File: src/rtl/if_fetch_unit_pkg.sv
// rtl/if_fetch_unit_pkg.sv - Shared fetch-stage widths, NOP encoding and FSM state encodings.
// ST_ERR exists only when FETCH_MISALIGN_CHK_EN is defined.
package if_fetch_unit_pkg;

  localparam int PC_WIDTH   = 32;
  localparam int INST_WIDTH = 32;

  localparam logic [INST_WIDTH-1:0] NOP_INST   = 32'h0000_0013;
  localparam logic [PC_WIDTH-1:0]   ALIGN_MASK = {{(PC_WIDTH-2){1'b1}}, 2'b00};
  localparam logic [PC_WIDTH-1:0]   PC_STEP    = PC_WIDTH'(4);

  typedef enum logic [2:0] {
    ST_IDLE  = 3'd0,
    ST_FETCH = 3'd1,
    ST_HOLD  = 3'd2,
    ST_KILL  = 3'd3
`ifdef FETCH_MISALIGN_CHK_EN
    ,
    ST_ERR   = 3'd4
`endif
  } fetch_state_t;

endpackage

File: src/rtl/if_fetch_unit.sv
// rtl/if_fetch_unit.sv - IF stage: PC, imem req/ready handshake, redirect with stale-fetch kill, hold.
// Optional misaligned-redirect trap state enabled by FETCH_MISALIGN_CHK_EN.
module if_fetch_unit
  import if_fetch_unit_pkg::*;
#(
  parameter logic [PC_WIDTH-1:0] RESET_PC = '0
) (
  input  logic                  clk,
  input  logic                  reset,
  input  logic                  pc_src,
  input  logic [PC_WIDTH-1:0]   branch_target,
  input  logic                  pc_write,
  output logic                  imem_req,
  output logic [PC_WIDTH-1:0]   imem_addr,
  input  logic                  imem_ready,
  input  logic [INST_WIDTH-1:0] imem_rdata,
  output logic [PC_WIDTH-1:0]   pc,
  output logic [PC_WIDTH-1:0]   pc_next,
  output logic [INST_WIDTH-1:0] inst,
  output logic                  inst_valid,
  output logic                  fetch_misaligned
);

  fetch_state_t          state_q, state_d, redir_state;
  logic [PC_WIDTH-1:0]   pc_q, pc_d;
  logic [PC_WIDTH-1:0]   redir_q, redir_d;
  logic [PC_WIDTH-1:0]   redir_tgt, redir_pc, redir_next_pc;
  logic [INST_WIDTH-1:0] inst_q, inst_d;

  // In KILL a same-cycle redirect overrides the parked target.
  assign redir_tgt = (state_q == ST_KILL && !pc_src) ? redir_q : branch_target;
  assign redir_pc  = redir_tgt & ALIGN_MASK;

`ifdef FETCH_MISALIGN_CHK_EN
  logic redir_bad;
  assign redir_bad     = |redir_tgt[1:0];
  assign redir_state   = redir_bad ? ST_ERR : ST_FETCH;
  assign redir_next_pc = redir_bad ? pc_q : redir_pc;
`else
  assign redir_state   = ST_FETCH;
  assign redir_next_pc = redir_pc;
`endif

  always_comb begin
    state_d = state_q;
    pc_d    = pc_q;
    redir_d = redir_q;
    inst_d  = inst_q;
    case (state_q)
      ST_IDLE: state_d = ST_FETCH;
      ST_FETCH: begin
        if (imem_ready) begin
          if (pc_src) begin
            state_d = redir_state;
            pc_d    = redir_next_pc;
          end else begin
            inst_d  = imem_rdata;
            state_d = ST_HOLD;
          end
        end else if (pc_src) begin
          // Address must stay stable until the memory answers.
          redir_d = branch_target;
          state_d = ST_KILL;
        end
      end
      ST_HOLD: begin
        if (pc_src) begin
          state_d = redir_state;
          pc_d    = redir_next_pc;
        end else if (pc_write) begin
          pc_d    = pc_q + PC_STEP;
          state_d = ST_FETCH;
        end
      end
      ST_KILL: begin
        if (imem_ready) begin
          state_d = redir_state;
          pc_d    = redir_next_pc;
        end else if (pc_src) begin
          redir_d = branch_target;
        end
      end
`ifdef FETCH_MISALIGN_CHK_EN
      ST_ERR: begin
        if (pc_src && !redir_bad) begin
          state_d = ST_FETCH;
          pc_d    = redir_pc;
        end
      end
`endif
      default: state_d = ST_IDLE;
    endcase
  end

  always_ff @(posedge clk or posedge reset) begin
    if (reset) begin
      state_q <= ST_IDLE;
      pc_q    <= RESET_PC;
      redir_q <= '0;
      inst_q  <= '0;
    end else begin
      state_q <= state_d;
      pc_q    <= pc_d;
      redir_q <= redir_d;
      inst_q  <= inst_d;
    end
  end

  assign imem_req   = (state_q == ST_FETCH) || (state_q == ST_KILL);
  assign imem_addr  = pc_q;
  assign pc         = pc_q;
  assign pc_next    = pc_q + PC_STEP;
  assign inst_valid = (state_q == ST_HOLD);
  assign inst       = inst_valid ? inst_q : NOP_INST;

`ifdef FETCH_MISALIGN_CHK_EN
  assign fetch_misaligned = (state_q == ST_ERR);
`else
  assign fetch_misaligned = 1'b0;
`endif

endmodule

File: config.mk
export PLATFORM = sky130hd
export DESIGN_NAME = if_fetch_unit
export DESIGN_NICKNAME = d
export VERILOG_FILES = /design/src/rtl/if_fetch_unit_pkg.sv /design/src/rtl/if_fetch_unit.sv
export SDC_FILE = /design/constraint.sdc
export NUM_CORES = 1
export LEC_CHECK = 0
export ABC_AREA = 1
export BUFFER_PORTS_ARGS = -buffer_cell sky130_fd_sc_hd__buf_2
export CAP_MARGIN = 20
export CORE_MARGIN = 1
export CORE_UTILIZATION = 44
export DETAILED_ROUTE_END_ITERATION = 8
export GPL_TIMING_DRIVEN = 0
export PLACE_DENSITY_LB_ADDON = 0.25
export SLEW_MARGIN = 25
export SYNTH_ARGS = -nofsm -noshare
export SYNTH_HDL_FRONTEND = slang
export SYNTH_SLANG_ARGS = --single-unit
File: constraint.sdc
create_clock -name clk -period 4.4 [get_ports clk]
set_clock_uncertainty 0.05 [all_clocks]
set_input_delay 0.22 -clock clk [delete_from_list [all_inputs] [get_ports clk]]
set_output_delay 0.22 -clock clk [all_outputs]
set_load 0.05 [all_outputs]
==> impl_results.md <==
* Setup crit start: imem_addr[10]
* N_diodes at 0
* Die area at 13200 sq um
* Mapped Area at 5600 sq um
* Vias per std cell at roughly 4.7
* Fraction of registers with async set/reset at 100%
* Reg2reg setup slack at around 2.4 ns
* Pre-Repair DR Iteration Count at 5
* Avg WL per Cell at 13.0 microns
* Largest net degree at the start of global routing at 61
* RSZ-0062 raised after global routing: no
* Starting Density at 45.9%
* Worst path required time at between 4 and 5 ns
* Row cnt at 40
* WL final at 15400 microns
* Die span in y at 115 microns
* Worst r2r dst: imem_addr[31]
* Power per Cell Area at around 810 nW/um^2
* Critical path class: flop to primary output
* R2R Path Start: imem_addr[10]
* Clock root cell: clkbuf_16
* Worst Tran Pin Value at 0.570 ns
* Num CTS Buffers at 9
* Vias at between 5000 and 6000
* Register area share after synthesis at 42.0%
* Synth cell types at 29
* Layout cells sized above 1 at 27.7%
* Hold Worst Slack at 0.0356 ns
* Peak VDD IR at 0.000366 V
* Yosys reg bits at 94
* Grt ovf at 0
* GPL Wtd Cong at 0.884
* Gate Count Post-Synth at 800
* Final Slew Violations at 0
* Top-count cell post-synth: nand2_1
* P&R area growth vs syn at 26.7%
* Area leader, netlist: dfrtp_1
* Critical Path Source Type: flop
* R2R depth at 9
* Post-synth top cells: 258 x nand2_1, 95 x inv_1, 94 x dfrtp_1
* Status: completed
* CP arrival at 2.31 ns
* First-pass GRT wire length at 25300 microns
* Final min period at about 2.6 ns
* DPL Wire Length at between 10000 and 15000 microns
* Worst Setup End Kind: primary output
* FMAX at 387 MHz
* DRC viols at 0
* Synth top area share at 42.0%
* Num Clock Sinks at 94
* Clock Latency Late Sink at 0.34 ns
* Hold Path Cell Cnt at 3
* Initial antenna violation count at 1
* Final Setup Violations at 0
* Clock Pin Slew Worst Setup and Hold Paths at 0.07 ns
* Period utilization at 58.7%
* Port bufs at 190
* Final Hold Violating Endpoints at 0
* CTS H-Tree Depth at 3
* Worst min path class: input port to flop
* Chip width at 115 microns
* CTS tree: done
* Fillers at 1205
* P_leak at just under 4 nW
* Core area at 12200 sq um
* IO Count at 200
* Syn avg cell area at 7.00 sq um
* Vias in the first global route at 5203
* Post-synth EDFFs at 0
* Dominant synthesized flop cell: dfrtp_1
* Max Cap Viol at 0
* Syn. warnings at 0
* DRT antenna net count at 0
* Drt initial violations at 326
* Slew margin rel. at 62.0%
* Total GRT Usage at 24.7%
* CP Capture Point: pc_next[31]
* Clk buf depth at 2
* Nets at ~1100
* Crit Path Max Fanout at 6
* Area contributors post-synth: dfrtp_1 42%, nand2_1 17%, inv_1 6.4%
* Sum Neg Setup Slack at 0 ns
## routing by layer
layer	up-vias	GRT usage [%]	routed length [microns]	share of wire [%]
li1	2845	-	-	-
met1	2473	31.8	6810	44
met2	223	41.7	7150	47
met3	23	4.11	1070	6.9
met4	2	9.44	326	2.1
met5	-	0	13	0.085
## cells in the final DEF (no fill, tap or decap), types with 3 or more instances in the layout
cell and count:
conb_1 7, a21oi_1 33, clkbuf_16 9, mux2_1 5
mux2_2 13, inv_2 5, nor2_2 3, inv_1 94
buf_2 199, nand2_1 258, buf_1 6, o21ai_1 6
o21ai_0 56, nor2_1 90, clkbuf_1 14, and2_1 3
nand3_1 52, buf_4 40, xor2_1 5, dfrtp_1 94
## area by class of cell
| class | count | area (sq um) | share of cell area [%] |
|---|---|---|---|
| Sequential cell | 94 | 2350 | 33.2 |
| Clock buffer | 14 | 264 | 3.72 |
| Buffer | 68 | 432 | 6.08 |
| Timing Repair Buffer | 192 | 988 | 13.9 |
| Tap cell | 168 | 210 | 2.96 |
| Multi-Input combinational cell | 544 | 2460 | 34.7 |
| Inverter | 100 | 380 | 5.36 |
| Clock inverter | 1 | 5.00 | 0.0705 |
## worst max-delay path, cell delays in order, from the launching register on
cell,delay (ns)
dfrtp_1,0.47
nand2_1,0.18
nor2_1,0.34
nand2_1,0.11
nor2_1,0.32
nand3_1,0.17
nand2_1,0.12
buf_2,0.27
## kinds of logic (layout without fill, tap and decap cells)
family / Yosys count / after routing / synth area share (%)
AND/OR/NAND/NOR: 413 / 413 / 29.7
buffers and inverters: 168 / 375 / 14.4
AO/OA/AOI/OAI: 98 / 98 / 8.85
flip-flops: 94 / 94 / 42.0
multiplexers: 18 / 18 / 3.62
XOR/XNOR: 7 / 7 / 1.09
adder cells (fa/ha/maj): 1 / 1 / 0.223
other: 1 / 7 / 0.0670
## stage by stage
step / worst slack (ns) / instance area [sq um] / utilization [%] / cells / total power (W)
2_1_floorplan: 1.68 / 5620 / - / 806 / 0.00425
3_3_place_gp: 0.438 / 6780 / 55.6 / 1164 / 0.00500
3_5_place_dp: 2.15 / 6820 / 55.8 / 1165 / 0.00504
4_1_cts: 1.77 / 7100 / 58.1 / 1181 / 0.00578
5_1_grt: 1.56 / 7100 / 58.1 / 1181 / 0.00613
6_report: 1.82 / 7100 / 58.1 / 1181 / 0.00576
## state kept, by name, summed over array words and instances (netlist names)
name / count
redir_q: 30
state_q: 2
inst_q: 32
imem_addr: 30
## how the worst min path moves through the flow
stage	end	startpoint	slack, ns
finish	inst_q[25]	imem_rdata[25]	0.04
global route	inst_q[29]	imem_rdata[29]	0.05
CTS	inst_q[25]	imem_rdata[25]	0.03
detailed placement	inst_q[16]	reset	0.18
global placement	inst_q[1]	imem_rdata[1]	0.38
floorplan	inst_q[0]	imem_rdata[0]	0.29
## power breakdown
part           internal, W  switching, W
Clock             0.000411      0.000320
Combinational     0.000888       0.00260
Sequential         0.00121      0.000325
## repair_timing
item                                   CTS  global route
setup buffers                            0             0
resized for setup                        0             0
endpoints found under the hold margin   34             0
hold buffers                             1             0
Note: power is estimated with default switching activity, not from simulation.
